`config.mk`:
```
export PLATFORM = sky130hd
export DESIGN_NAME = mbinit_param_ctrl_flat
export DESIGN_NICKNAME = d
export VERILOG_FILES = /design/src/rtl/mbinit_param_ctrl_if.sv /design/src/rtl/mbinit_param_ctrl.sv /design/src/flat_wrapper.sv
export SDC_FILE = /design/constraint.sdc
export NUM_CORES = 1
export LEC_CHECK = 0
export ABC_CLOCK_PERIOD_IN_PS = 2110
export BUFFER_PORTS_ARGS = -buffer_cell sky130_fd_sc_hd__buf_2
export CAP_MARGIN = 15
export CORE_MARGIN = 5
export CORE_UTILIZATION = 24
export CTS_CLUSTER_SIZE = 14
export DETAILED_ROUTE_END_ITERATION = 7
export MAX_ROUTING_LAYER = met4
export PLACE_DENSITY_LB_ADDON = 0.25
export SLEW_MARGIN = 15
export SYNTH_ARGS = -nofsm -noshare
export SYNTH_HDL_FRONTEND = slang
export SYNTH_SLANG_ARGS = --single-unit
```
`constraint.sdc`:
```
create_clock -name CLK -period 2.11 [get_ports CLK]
set_input_delay 0.211 -clock CLK [delete_from_list [all_inputs] [get_ports CLK]]
set_output_delay 0.211 -clock CLK [all_outputs]
set_load 0.05 [all_outputs]
```
`src/rtl/mbinit_param_ctrl_if.sv`:
```
// Handshake bundle between the MBINIT top, sideband TX/RX and the parameter checker
// and the PARAM exchange controller.
interface mbinit_param_ctrl_if;
    logic       i_param_en;
    logic       i_sb_rx_valid;
    logic [3:0] i_sb_rx_msg;
    logic       i_sb_tx_ack;
    logic       i_checker_done;
    logic       o_sb_tx_valid;
    logic [3:0] o_sb_tx_msg;
    logic       o_checker_en;
    logic       o_param_done;
    logic       o_param_error;

    modport master (
        output i_param_en, i_sb_rx_valid, i_sb_rx_msg, i_sb_tx_ack, i_checker_done,
        input  o_sb_tx_valid, o_sb_tx_msg, o_checker_en, o_param_done, o_param_error
    );

    modport slave (
        input  i_param_en, i_sb_rx_valid, i_sb_rx_msg, i_sb_tx_ack, i_checker_done,
        output o_sb_tx_valid, o_sb_tx_msg, o_checker_en, o_param_done, o_param_error
    );
endinterface

```
`src/rtl/mbinit_param_ctrl.sv`:
```
// MBINIT PARAM exchange: send own config request, wait for the partner's, run the
// checker, trade responses, and report done or timeout.
module mbinit_param_ctrl #(
    parameter logic [15:0] TIMEOUT_CYCLES = 16'd8000,
    parameter logic [3:0]  MSG_CFG_REQ    = 4'h1,
    parameter logic [3:0]  MSG_CFG_RESP   = 4'h2
) (
    input  logic               CLK,
    input  logic               rst_n,
    mbinit_param_ctrl_if.slave bus
);
    localparam int unsigned CNT_W = 16;

    typedef enum logic [2:0] {
        IDLE, SEND_REQ, WAIT_REQ, CHECK, SEND_RESP, WAIT_RESP, DONE, ERROR
    } state_t;

    state_t             state;
    logic               req_seen;
    logic               resp_seen;
    logic [CNT_W-1:0]   wait_cnt;
    logic               rx_req_hit;
    logic               rx_resp_hit;
    logic               in_wait;
    logic               wait_exit;
    logic               timeout;

    assign rx_req_hit  = (state != IDLE) && bus.i_sb_rx_valid && (bus.i_sb_rx_msg == MSG_CFG_REQ);
    assign rx_resp_hit = (state != IDLE) && bus.i_sb_rx_valid && (bus.i_sb_rx_msg == MSG_CFG_RESP);
    assign timeout     = (wait_cnt == CNT_W'(TIMEOUT_CYCLES - 16'd1));

    // Exit condition of each timed wait state; a reception in the current cycle counts.
    always_comb begin
        in_wait   = 1'b0;
        wait_exit = 1'b0;
        case (state)
            SEND_REQ:  begin in_wait = 1'b1; wait_exit = bus.i_sb_tx_ack;           end
            WAIT_REQ:  begin in_wait = 1'b1; wait_exit = req_seen || rx_req_hit;    end
            CHECK:     begin in_wait = 1'b1; wait_exit = bus.i_checker_done;        end
            SEND_RESP: begin in_wait = 1'b1; wait_exit = bus.i_sb_tx_ack;           end
            WAIT_RESP: begin in_wait = 1'b1; wait_exit = resp_seen || rx_resp_hit; end
            default:   begin in_wait = 1'b0; wait_exit = 1'b0;                      end
        endcase
    end

    always_ff @(posedge CLK or negedge rst_n) begin
        if (!rst_n) begin
            state             <= IDLE;
            req_seen          <= 1'b0;
            resp_seen         <= 1'b0;
            wait_cnt          <= '0;
            bus.o_sb_tx_valid <= 1'b0;
            bus.o_sb_tx_msg   <= 4'h0;
            bus.o_checker_en  <= 1'b0;
            bus.o_param_done  <= 1'b0;
            bus.o_param_error <= 1'b0;
        end else if ((state != IDLE) && !bus.i_param_en) begin
            state             <= IDLE;
            req_seen          <= 1'b0;
            resp_seen         <= 1'b0;
            wait_cnt          <= '0;
            bus.o_sb_tx_valid <= 1'b0;
            bus.o_sb_tx_msg   <= 4'h0;
            bus.o_checker_en  <= 1'b0;
            bus.o_param_done  <= 1'b0;
            bus.o_param_error <= 1'b0;
        end else begin
            if (rx_req_hit)  req_seen  <= 1'b1;
            if (rx_resp_hit) resp_seen <= 1'b1;

            if (in_wait && !wait_exit) begin
                // Exit has priority; timeout only fires when the exit did not happen.
                if (timeout) begin
                    state             <= ERROR;
                    wait_cnt          <= '0;
                    bus.o_sb_tx_valid <= 1'b0;
                    bus.o_sb_tx_msg   <= 4'h0;
                    bus.o_checker_en  <= 1'b0;
                    bus.o_param_error <= 1'b1;
                end else begin
                    wait_cnt <= wait_cnt + CNT_W'(1);
                end
            end else begin
                case (state)
                    IDLE: if (bus.i_param_en) begin
                        state             <= SEND_REQ;
                        wait_cnt          <= '0;
                        bus.o_sb_tx_valid <= 1'b1;
                        bus.o_sb_tx_msg   <= MSG_CFG_REQ;
                    end
                    SEND_REQ: begin
                        state             <= WAIT_REQ;
                        wait_cnt          <= '0;
                        bus.o_sb_tx_valid <= 1'b0;
                        bus.o_sb_tx_msg   <= 4'h0;
                    end
                    WAIT_REQ: begin
                        state            <= CHECK;
                        wait_cnt         <= '0;
                        bus.o_checker_en <= 1'b1;
                    end
                    CHECK: begin
                        state             <= SEND_RESP;
                        wait_cnt          <= '0;
                        bus.o_sb_tx_valid <= 1'b1;
                        bus.o_sb_tx_msg   <= MSG_CFG_RESP;
                    end
                    SEND_RESP: begin
                        state             <= WAIT_RESP;
                        wait_cnt          <= '0;
                        bus.o_sb_tx_valid <= 1'b0;
                        bus.o_sb_tx_msg   <= 4'h0;
                    end
                    WAIT_RESP: begin
                        state            <= DONE;
                        wait_cnt         <= '0;
                        bus.o_param_done <= 1'b1;
                    end
                    DONE, ERROR: state <= state;
                    default:     state <= IDLE;
                endcase
            end
        end
    end
endmodule

```
`src/flat_wrapper.sv`:
```
// flat-port wrapper written by rule: the top's interface ports become plain ports
module mbinit_param_ctrl_flat 
#(
    parameter logic [15:0] TIMEOUT_CYCLES = 16'd8000,
    parameter logic [3:0]  MSG_CFG_REQ    = 4'h1,
    parameter logic [3:0]  MSG_CFG_RESP   = 4'h2
)
  (CLK, rst_n, bus_i_param_en, bus_i_sb_rx_valid, bus_i_sb_rx_msg, bus_i_sb_tx_ack, bus_i_checker_done, bus_o_sb_tx_valid, bus_o_sb_tx_msg, bus_o_checker_en, bus_o_param_done, bus_o_param_error);
  mbinit_param_ctrl_if bus_i ();
  input  logic CLK;
  input  logic rst_n;
  input wire logic [$bits(bus_i.i_param_en)-1:0] bus_i_param_en;
  input wire logic [$bits(bus_i.i_sb_rx_valid)-1:0] bus_i_sb_rx_valid;
  input wire logic [$bits(bus_i.i_sb_rx_msg)-1:0] bus_i_sb_rx_msg;
  input wire logic [$bits(bus_i.i_sb_tx_ack)-1:0] bus_i_sb_tx_ack;
  input wire logic [$bits(bus_i.i_checker_done)-1:0] bus_i_checker_done;
  output wire logic [$bits(bus_i.o_sb_tx_valid)-1:0] bus_o_sb_tx_valid;
  output wire logic [$bits(bus_i.o_sb_tx_msg)-1:0] bus_o_sb_tx_msg;
  output wire logic [$bits(bus_i.o_checker_en)-1:0] bus_o_checker_en;
  output wire logic [$bits(bus_i.o_param_done)-1:0] bus_o_param_done;
  output wire logic [$bits(bus_i.o_param_error)-1:0] bus_o_param_error;
  assign bus_i.i_param_en = bus_i_param_en;
  assign bus_i.i_sb_rx_valid = bus_i_sb_rx_valid;
  assign bus_i.i_sb_rx_msg = bus_i_sb_rx_msg;
  assign bus_i.i_sb_tx_ack = bus_i_sb_tx_ack;
  assign bus_i.i_checker_done = bus_i_checker_done;
  assign bus_o_sb_tx_valid = bus_i.o_sb_tx_valid;
  assign bus_o_sb_tx_msg = bus_i.o_sb_tx_msg;
  assign bus_o_checker_en = bus_i.o_checker_en;
  assign bus_o_param_done = bus_i.o_param_done;
  assign bus_o_param_error = bus_i.o_param_error;
  mbinit_param_ctrl #(.TIMEOUT_CYCLES(TIMEOUT_CYCLES), .MSG_CFG_REQ(MSG_CFG_REQ), .MSG_CFG_RESP(MSG_CFG_RESP)) u_core (.CLK(CLK), .rst_n(rst_n), .bus(bus_i));
endmodule
```
==> results.sh, run 1 <==
export IMPL_outcome="complete, no violations"
export IMPL_dr_pass1_iters=4
export IMPL_setup_tns_ns=0
export IMPL_use_met2_pct=14.7
export IMPL_syn_area_sq_um=1620
export IMPL_antenna_found_initial=0
export IMPL_grt_ovfl_total=0
export IMPL_final_area_sq_um=1930
export IMPL_rsz0062_at_grt="false"
export IMPL_pre_cts_ws_ns=0.247
export IMPL_worst_slack_ns=0.226
export IMPL_wl_um=3680
export IMPL_finClkSkew_ns=0.00978
export IMPL_cts_sinks=27
export IMPL_io_pins=18
export IMPL_drive_gt1_share_pct=26.6
export IMPL_max_freq_mhz=531
export IMPL_met1_usage_pct=12.9
export IMPL_insertedDiodeCount=0
export IMPL_rr_startpoint="u_core.state[2]$_DFFE_PN0P_"
export IMPL_grtUsageMet3_pct=2.54
export IMPL_final_antenna_net_count=0
export IMPL_fin_crit_ns=1.88
export IMPL_drc_errors=0
export IMPL_clk_pin_slew_ns=0.10
export IMPL_routed_via_count=1320
export IMPL_worstMarginPinSlew_ns=0.642
export IMPL_crit_type="flop to flop"
export IMPL_synthArstFlopShare_pct=100
export IMPL_die_area_sq_um=8480
export IMPL_place_area_sq_um=1870
export IMPL_whs_ns=0.272
export IMPL_hold_viol_final=0
export IMPL_cts_root_buf="clkbuf_8"
export IMPL_hp_class="primary input to flop"
export IMPL_critPathArrivalTime_ns=2.04
export IMPL_die_y_um=92.1
export IMPL_viasPerCell=4.73
export IMPL_wl_per_cell_um=13.2
export IMPL_syn_to_final_growth_pct=19.3
export IMPL_coreArea_sq_um=6680
export IMPL_port_buffers=15
export IMPL_synth_area_leaders="dfrtp_1 42%, xnor2_1 5.4%, nand2_1 4.2%, nor2_2 3.9%, nor2_1 3.0%"
export IMPL_post_route_period_util_pct=89.3
export IMPL_gr_usage_all_layers_pct=9.59
export IMPL_ys_warn_count=0
export IMPL_cts_tree="yes"
export IMPL_clk_path_buf_depth=2
export IMPL_crit_path_start="u_core.state[2]$_DFFE_PN0P_"
export IMPL_ys_top_cells_by_count="27 x dfrtp_1, 18 x nand2_1, 13 x nor2_1"
export IMPL_synth_edff_count=0
export IMPL_dp_cells=274
export IMPL_p_leak_nw=0.798
export IMPL_hp_start="bus_i_param_en"
export IMPL_grt_pass1_wl_um=6580
export IMPL_avgSynthCellArea_sq_um=9.45
export IMPL_fin_total_pwr_mw=1.99
export IMPL_synthCells=171
export IMPL_peakVddDrop_uv=266
export IMPL_setup_worst_path_end_class="flop"
export IMPL_cts_resized=0
export IMPL_synth_most_common_cell="dfrtp_1"
export IMPL_htreeDepth=1
export IMPL_crit_fanout=5
export IMPL_routabilityCongestion=0.746
export IMPL_grt_pass1_vias=1333
export IMPL_top_usage_layer="met2"
export IMPL_initial_utilization_pct=24.2
export IMPL_synth_cell_types=48
export IMPL_final_instance_count_excl_fill=279
export IMPL_hpwlAfterDp_um=2760
export IMPL_setup_violations=0
export IMPL_grt_max_degree=28
export IMPL_drtIter0Drc=39
export IMPL_clock_insertion_delay_worst_skew_ns=0.27
export IMPL_die_width_um=92.1
export IMPL_synth_main_ff_cell="dfrtp_1"
export IMPL_core_rowCount=30
export IMPL_num_nets_final=211
export IMPL_yosysSeqAreaShare_pct=41.8
export IMPL_slew_headroom_pct=57.2
export IMPL_yosysTopAreaCell="dfrtp_1"
export IMPL_synth_top_area_share_pct=41.8
export IMPL_numCtsBuffers=3
export IMPL_drv_slew=0
export IMPL_cp_start_kind="flop"
export IMPL_final_util_pct=28.9
export IMPL_ys_seq_elements=27
export IMPL_required_ns=2.27
export IMPL_cap_viol_max_count=0
export IMPL_p_per_area_nw_per_um2=1030
## worst paths after layout
check                           depth (start not counted)  slack, ns                                   end
worst min register to register                          1       0.51  u_core.bus.o_param_error$_DFFE_PN0P_
worst max register to register                          6       0.23   u_core.bus.o_checker_en$_DFFE_PN0P_
worst min-delay path                                    3       0.27        u_core.wait_cnt[1]$_DFFE_PN0P_
max in group asynchronous                               2       1.20  u_core.bus.o_sb_tx_valid$_DFFE_PN0P_
min in group asynchronous                               2       0.49       u_core.wait_cnt[15]$_DFFE_PN0P_
worst max-delay path                                    6       0.23   u_core.bus.o_checker_en$_DFFE_PN0P_
## kinds of logic (layout without fill, tap and decap cells)
| group | count (synthesis) | count (layout) | share of synthesized area (%) |
|---|---|---|---|
| AOI/OAI and AO/OA | 35 | 35 | 18.5 |
| xor gates and xnor gates | 15 | 15 | 8.13 |
| adders and majority gates | 1 | 1 | 0.774 |
| buffers and inverters | 17 | 44 | 5.50 |
| DFF | 27 | 27 | 41.8 |
| other | 1 | 2 | 0.232 |
| and+or+nand+nor | 75 | 75 | 25.1 |
## area by class of cell
| cell class | count | area, sq um |
|---|---|---|
| fill | 727 | 4750 |
| multi-input combinational | 128 | 856 |
| sequential | 27 | 676 |
| timing repair buffer | 33 | 225 |
| tap | 80 | 100 |
| clock buffer | 4 | 45.0 |
| inverter | 7 | 26.3 |
## placed cells by master (no fill, tap or decap), types with 3 or more instances in the layout
master,synthesis,routed
clkbuf_8,0,3
buf_2,2,15
a21oi_1,5,5
buf_4,2,16
o21ai_0,6,6
nand2_1,18,18
or3_1,3,3
dfrtp_1,27,27
nor2_1,13,13
o211ai_1,5,5
nand3_1,4,4
and3_1,3,3
nor3_1,8,8
xnor2_1,10,10
xor2_1,5,5
nor2_2,10,10
inv_1,7,7
## power breakdown
part           leakage, nW  internal (mW)  switching (mW)  total (mW)
Sequential           0.369          0.591          0.0746       0.665
Clock               0.0228          0.135           0.162       0.297
Combinational        0.406          0.408           0.620        1.03
## per-layer routing
layer	share of wire (%)	wire (um)
met5	0	0
met1	51	1870
met2	44	1640
met3	4.2	155
met4	0.62	23
## worst max-delay path, stage by stage, from the launching register on
cell     delay (ns)
dfrtp_1        0.42
or3_1          0.45
a41oi_2        0.26
nor3_1         0.12
buf_4          0.15
nor3_1         0.25
o32ai_1        0.13
## what timing repair did
action,4_1_cts,5_1_grt
endpoints found under the hold margin,27,0
setup buffers,0,0
hold buffers,1,0
## sequential cells by signal, summed over array words and instances (netlist names)
| signal | count |
|---|---|
| u_core.bus.o_checker_en | 1 |
| u_core.resp_seen | 1 |
| u_core.bus.o_param_error | 1 |
| u_core.bus.o_param_done | 1 |
| u_core.req_seen | 1 |
| u_core.wait_cnt | 16 |
| u_core.bus.o_sb_tx_valid | 1 |
| u_core.state | 3 |
| u_core.bus.o_sb_tx_msg | 2 |
Power figures use the tool's default switching activity.
==> inputs of run 2 (changes only) <==
--- a/config.mk
+++ b/config.mk
@@ -9,12 +9,12 @@
 export BUFFER_PORTS_ARGS = -buffer_cell sky130_fd_sc_hd__buf_2
 export CAP_MARGIN = 15
 export CORE_MARGIN = 5
-export CORE_UTILIZATION = 24
+export CORE_UTILIZATION = 57
 export CTS_CLUSTER_SIZE = 14
 export DETAILED_ROUTE_END_ITERATION = 7
 export MAX_ROUTING_LAYER = met4
 export PLACE_DENSITY_LB_ADDON = 0.25
-export SLEW_MARGIN = 15
+export SLEW_MARGIN = 40
 export SYNTH_ARGS = -nofsm -noshare
 export SYNTH_HDL_FRONTEND = slang
 export SYNTH_SLANG_ARGS = --single-unit
==> run 2 against run 1 <==
  * Via count is 2.7% higher
  * Sequential power about the same
  * Die area down 53%
  * Setup slack worse by 0.12 ns
  * Count of clock-buffer cells in the layout did not move
  * Fmax down 6.0%
  * Register-to-register slack lost 0.12 ns
  * Worst hold slack worse by 0.024 ns
  * First-iteration DRC count is 100% higher
  * Sequential cell count is the same
  * Wire length decreased by 5.1%
==> results.sh, run 2 (synthesis gave the netlist of run 1 again) <==
export IMPL_peakVddDrop_uv=1090
export IMPL_n_fill_cell=215
export IMPL_max_freq_mhz=499
export IMPL_final_area_sq_um=1810
export IMPL_die_y_um=63.3
export IMPL_regArea_sq_um=676
export IMPL_rsz0062_at_grt="false"
export IMPL_clk_pin_slew_ns=0.14
export IMPL_grt_pass1_vias=1331
export IMPL_critPathArrivalTime_ns=2.28
export IMPL_hold_end="u_core.resp_seen$_DFFE_PN0P_"
export IMPL_pwr_share_seq_pct=35.8
export IMPL_setup_worst_path_end_class="flop"
export IMPL_outcome="complete, no violations"
export IMPL_pwr_share_comb_pct=52.1
export IMPL_num_nets_final=203
export IMPL_syn_to_final_growth_pct=12.0
export IMPL_io_pins=18
export IMPL_grt_max_degree=28
export IMPL_worstReg2RegEnd="u_core.wait_cnt[7]$_DFFE_PN0P_"
export IMPL_drive_gt1_share_pct=25.7
export IMPL_power_switching_uw=851
export IMPL_core_rowCount=19
export IMPL_p_int_mw=1.01
export IMPL_registers_top_by_ff_count="u_core.wait_cnt"
export IMPL_coreArea_sq_um=2730
export IMPL_p_leak_nw=0.753
export IMPL_clk_path_buf_depth=2
export IMPL_drc_errors=0
export IMPL_drv_slew=0
export IMPL_multiInputGateArea_sq_um=891
export IMPL_grt_ovfl_total=0
export IMPL_worstMarginPinSlew_ns=0.585
export IMPL_post_route_period_util_pct=95.0
export IMPL_htreeDepth=1
export IMPL_insertedDiodeCount=0
export IMPL_routed_via_count=1355
export IMPL_hold_path_depth=3
export IMPL_clkPwrFrac_pct=12.1
export IMPL_cp_start_kind="flop"
export IMPL_cap_viol_max_count=0
export IMPL_place_area_sq_um=1740
export IMPL_r2r_cells=6
export IMPL_antenna_found_initial=0
export IMPL_crit_fanout=14
export IMPL_fin_crit_ns=2.00
export IMPL_viasPerCell=6.10
export IMPL_largest_reg_flops=16
export IMPL_die_width_um=63.3
export IMPL_die_area_sq_um=4000
export IMPL_port_buffers=15
export IMPL_grt_pass1_wl_um=6030
export IMPL_setup_violations=0
export IMPL_crit_type="flop to flop"
export IMPL_clock_insertion_delay_worst_skew_ns=0.33
export IMPL_fin_total_pwr_mw=1.86
export IMPL_initial_utilization_pct=59.1
export IMPL_drtIter0Drc=79
export IMPL_cts_tree="yes"
export IMPL_final_antenna_net_count=0
export IMPL_layout_common_cells="27 x dfrtp_1, 18 x nand2_1, 15 x buf_2"
export IMPL_routabilityCongestion=0.826
export IMPL_dr_pass1_iters=4
export IMPL_cts_setup_buffers=0
export IMPL_rr_startpoint="u_core.state[2]$_DFFE_PN0P_"
export IMPL_hp_class="primary input to flop"
export IMPL_required_ns=2.38
export IMPL_hold_viol_final=0
export IMPL_netSwitchingFraction_pct=45.7
export IMPL_cts_root_buf="clkbuf_4"
export IMPL_wl_um=3500
export IMPL_reg_top3="u_core.wait_cnt (16), u_core.state (3), u_core.bus.o_sb_tx_msg (2)"
export IMPL_wl_per_cell_um=15.7
export IMPL_hpwlAfterDp_um=2570
export IMPL_cts_sinks=27
export IMPL_slew_headroom_pct=61.0
export IMPL_finClkSkew_ns=0.00309
export IMPL_hp_start="bus_i_sb_rx_msg[1]"
export IMPL_reg2reg_setup_slack_ns=0.11
export IMPL_numCtsBuffers=3
export IMPL_p_per_area_nw_per_um2=1030
export IMPL_gr_usage_all_layers_pct=18.9
export IMPL_final_common_cell="dfrtp_1"
export IMPL_setup_tns_ns=0
run 2: cell count changes in the layout (fill, tap and decap cells not counted), sizes merged:
cell and delta:
buf -8
run 2: worst max-delay path: stages, from the launching register on:
cell	delay, ns
dfrtp_1	0.46
or3_1	0.53
a41oi_2	0.30
or3_4	0.20
a41oi_4	0.10
buf_4	0.23
nor2_2	0.12
run 2: stage by stage:
stage	utilization [%]	hold WS, ns	std cells	setup WS (ns)
floorplan	-	-0.0846	172	0.291
detailed placement	63.6	0.248	217	0.118
CTS	64.9	0.226	222	0.120
global route	66.2	0.249	222	0.0110
global placement	63.6	0.241	217	0.223
finish	66.2	0.248	222	0.105
run 2: area by class of cell:
type                            instances  share of cell area (%)
Multi-Input combinational cell        128                    49.2
Sequential cell                        27                    37.3
Timing Repair Buffer                   25                    8.43
Tap cell                               31                    2.14
Clock buffer                            4                    1.45
Inverter                                7                    1.45
run 2: what timing repair did:
item	in CTS	in global routing
endpoints found under the hold margin	27	0
resized for setup	0	5
hold buffers	1	0
endpoints found under the setup margin	0	3
run 2: how the worst max path moves through the flow:
stage	startpoint	end	slack (ns)
floorplan	u_core.state[1]$_DFFE_PN0P_	u_core.state[1]$_DFFE_PN0P_	0.29
global placement	u_core.state[1]$_DFFE_PN0P_	u_core.state[0]$_DFFE_PN0P_	0.22
detailed placement	u_core.state[2]$_DFFE_PN0P_	u_core.bus.o_checker_en$_DFFE_PN0P_	0.12
CTS	u_core.state[0]$_DFFE_PN0P_	u_core.bus.o_checker_en$_DFFE_PN0P_	0.12
global route	u_core.state[2]$_DFFE_PN0P_	u_core.wait_cnt[7]$_DFFE_PN0P_	0.01
finish	u_core.state[2]$_DFFE_PN0P_	u_core.wait_cnt[7]$_DFFE_PN0P_	0.11
run 2: power groups by stage:
stage	combinational, mW	clock, mW	sequential [mW]
global placement	0.889	0	0.671
finish	0.970	0.225	0.666
global route	1.04	0.262	0.680
floorplan	0.604	0	0.764
detailed placement	0.911	0	0.672
CTS	0.914	0.232	0.663
run 2: routing by layer:
layer | global-route usage (%) | part of all wire [%]
met1 | 23.4 | 46
met4 | 5.97 | 1.1
met5 | - | 0
met3 | 3.73 | 4.8
met2 | 31.3 | 48
==> inputs of run 3 (changes only) <==
--- a/config.mk
+++ b/config.mk
@@ -5,6 +5,7 @@
 export SDC_FILE = /design/constraint.sdc
 export NUM_CORES = 1
 export LEC_CHECK = 0
+export ABC_AREA = 1
 export ABC_CLOCK_PERIOD_IN_PS = 2110
 export BUFFER_PORTS_ARGS = -buffer_cell sky130_fd_sc_hd__buf_2
 export CAP_MARGIN = 15
@@ -14,7 +15,6 @@
 export DETAILED_ROUTE_END_ITERATION = 7
 export MAX_ROUTING_LAYER = met4
 export PLACE_DENSITY_LB_ADDON = 0.25
-export SLEW_MARGIN = 40
 export SYNTH_ARGS = -nofsm -noshare
 export SYNTH_HDL_FRONTEND = slang
 export SYNTH_SLANG_ARGS = --single-unit
==> run 3 against run 2 <==
  * Die area increased by 0.65%
  * Worst hold slack got worse by 0.069 ns
  * Critical path type unchanged
  * Non-clock buffer count down 9
  * Combinational power grew 15%
  * Largest power group unchanged
==> results.sh, run 3 <==
export IMPL_outcome="complete, no violations"
export IMPL_post_route_period_util_pct=86.7
export IMPL_clock_insertion_delay_worst_skew_ns=0.33
export IMPL_routabilityCongestion=0.890
export IMPL_cp_endpoint="u_core.bus.o_sb_tx_valid$_DFFE_PN0P_"
export IMPL_grt_pass1_vias=1267
export IMPL_port_buffers=15
export IMPL_rr_startpoint="u_core.state[1]$_DFFE_PN0P_"
export IMPL_clk_pin_slew_ns=0.16
export IMPL_gr_usage_all_layers_pct=17.2
export IMPL_synth_area_leaders="dfrtp_1 41%, nand2_1 11%, inv_1 7.4%, nor2_1 7.1%, nand3_1 5.5%"
export IMPL_p_per_area_nw_per_um2=1160
export IMPL_cp_slowest_cell="dfrtp_1"
export IMPL_antenna_found_initial=0
export IMPL_dr_pass1_iters=4
export IMPL_yosysSeqAreaShare_pct=41.5
export IMPL_drv_slew=0
export IMPL_grt_max_degree=28
export IMPL_cp_start_kind="flop"
export IMPL_fin_crit_ns=1.83
export IMPL_crit_path_start="u_core.state[1]$_DFFE_PN0P_"
export IMPL_crit_cells=10
export IMPL_drive_gt1_share_pct=16.9
export IMPL_required_ns=2.34
export IMPL_numCtsBuffers=3
export IMPL_die_y_um=63.5
export IMPL_p_leak_nw=0.884
export IMPL_final_area_sq_um=1760
export IMPL_viasPerCell=5.20
export IMPL_synthCells=224
export IMPL_peakVddDrop_uv=878
export IMPL_finClkSkew_ns=0.00629
export IMPL_die_width_um=63.5
export IMPL_crit_type="flop to flop"
export IMPL_setup_violations=0
export IMPL_layout_common_cells="48 x nand2_1, 32 x inv_1, 31 x nor2_1"
export IMPL_largest_reg_flops=16
export IMPL_synth_top_area_share_pct=41.5
export IMPL_cp_top_family="simple AND/OR/NAND/NOR gates"
export IMPL_wl_um=3170
export IMPL_ys_warn_count=0
export IMPL_worstMarginPinSlew_ns=0.606
export IMPL_reg_top3="u_core.wait_cnt (16), u_core.state (3), u_core.bus.o_sb_tx_msg (2)"
export IMPL_insertedDiodeCount=0
export IMPL_cap_viol_max_count=0
export IMPL_reg2reg_setup_slack_ns=0.28
export IMPL_setup_worst_path_end_class="flop"
export IMPL_critPathArrivalTime_ns=2.06
export IMPL_cts_sinks=27
export IMPL_grt_pass1_wl_um=5520
export IMPL_core_rowCount=19
export IMPL_ys_top_cells_by_count="48 x nand2_1, 32 x inv_1, 31 x nor2_1"
export IMPL_path_cells="nor2_2 -> nand2_4 -> nand4_1 -> nand2_1 -> nand2_1 -> nand3_1 -> nand4_1 -> nand3_1 -> nand2_1 -> nand2_1"
export IMPL_syn_to_final_growth_pct=7.83
export IMPL_synth_main_ff_cell="dfrtp_1"
export IMPL_routed_via_count=1420
export IMPL_r2r_cells=10
export IMPL_final_common_cell="nand2_1"
export IMPL_synth_edff_count=0
export IMPL_drc_errors=0
export IMPL_setup_tns_ns=0
export IMPL_synth_most_common_cell="nand2_1"
export IMPL_cts_root_buf="clkbuf_4"
export IMPL_cts_setup_buffers=0
export IMPL_yosysTopAreaCell="dfrtp_1"
export IMPL_path_buf_inv=0
export IMPL_hold_path_depth=3
export IMPL_cts_resized=0
export IMPL_rsz0062_at_grt="false"
export IMPL_n_fill_cell=260
export IMPL_num_nets_final=254
export IMPL_wl_per_cell_um=11.6
export IMPL_coreArea_sq_um=2760
export IMPL_clk_path_buf_depth=2
export IMPL_syn_area_sq_um=1630
export IMPL_worst_slack_ns=0.281
export IMPL_path_common_cell="nand2_1"
export IMPL_initial_utilization_pct=59.1
export IMPL_drtIter0Drc=57
export IMPL_die_area_sq_um=4030
export IMPL_io_pins=18
export IMPL_hp_class="primary input to flop"
export IMPL_registers_top_by_ff_count="u_core.wait_cnt"
export IMPL_ys_seq_elements=27
export IMPL_final_antenna_net_count=0
export IMPL_critical_path_max_stage_delay_ns=0.48
export IMPL_pre_cts_ws_ns=0.328
export IMPL_cts_tree="yes"
export IMPL_grt_ovfl_total=0
export IMPL_synth_cell_types=29
export IMPL_avgSynthCellArea_sq_um=7.27
export IMPL_cts_hold_buf=1
export IMPL_max_freq_mhz=547
export IMPL_fin_total_pwr_mw=2.04
export IMPL_worstReg2RegEnd="u_core.bus.o_sb_tx_valid$_DFFE_PN0P_"
export IMPL_crit_fanout=8
export IMPL_hpwlAfterDp_um=2430
export IMPL_hold_viol_final=0
export IMPL_place_area_sq_um=1720
export IMPL_synthArstFlopShare_pct=100
export IMPL_htreeDepth=1
export IMPL_slew_headroom_pct=59.6
-- run 3: cell types whose count changed after synthesis, sizes merged, moves of 5 or more --
cell	previous run	this run
nand2	18	57
inv	7	36
nand3	5	19
nor2	23	34
xnor2	10	0
o21ai	7	16
a21oi	5	11
o211ai	5	0
-- run 3: area by class of cell --
type                    instances  area, sq um  area share, %
flip-flops and latches         27          676           38.5
clock buffers                   3         22.5           1.28
inverters                      36          135           7.69
multi-input cells             159          792           45.1
well taps                      31         38.8           2.21
repair buffers                 16         85.1           4.84
clock inverters                 1         7.51          0.427
-- run 3: how the worst min path moves through the flow --
stage	from	end
3_3_place_gp	rst_n	u_core.wait_cnt[1]$_DFFE_PN0P_
6_report	bus_i_sb_rx_valid	u_core.resp_seen$_DFFE_PN0P_
4_1_cts	bus_i_sb_rx_valid	u_core.resp_seen$_DFFE_PN0P_
2_1_floorplan	rst_n	u_core.bus.o_checker_en$_DFFE_PN0P_
5_1_grt	bus_i_sb_rx_valid	u_core.resp_seen$_DFFE_PN0P_
3_5_place_dp	rst_n	u_core.bus.o_sb_tx_msg[0]$_DFFE_PN0P_
-- run 3: worst min-delay path: stages --
cell and delay [ns]:
buf_2 0.10, nand4_1 0.10, a21oi_1 0.07
-- run 3: cell families after synthesis --
| kind of cell | count (synthesis) | synth area share, % |
|---|---|---|
| compound gates | 31 | 10.8 |
| xor+xnor | 1 | 0.538 |
| fa+ha+maj | 1 | 0.768 |
| buf+inv | 39 | 10.1 |
| flops | 27 | 41.5 |
| other cells | 1 | 0.230 |
| simple gates | 124 | 36.0 |
-- run 3: per-layer routing --
metal	share of wire (%)	vias up	track usage (%)
li1	-	747	-
met1	48	644	23.5
met2	47	25	26.9
met3	4.2	4	2.84
met4	0.76	0	4.16
met5	0	-	-
-- run 3: power breakdown --
group	switching [mW]	total [mW]	internal [mW]
registers	0.0790	0.691	0.612
clock network	0.161	0.234	0.0725
logic	0.809	1.12	0.309
total	1.05	2.04	0.993
-- run 3: through the flow --
| step | cells | hold slack [ns] | utilization, % |
|---|---|---|---|
| after detailed placement | 268 | 0.250 | 62.3 |
| after floorplan | 225 | -0.0846 | - |
| after CTS | 273 | 0.183 | 63.7 |
| after global routing | 273 | 0.196 | 63.7 |
| final | 273 | 0.178 | 63.7 |
| after global placement | 268 | 0.251 | 62.3 |
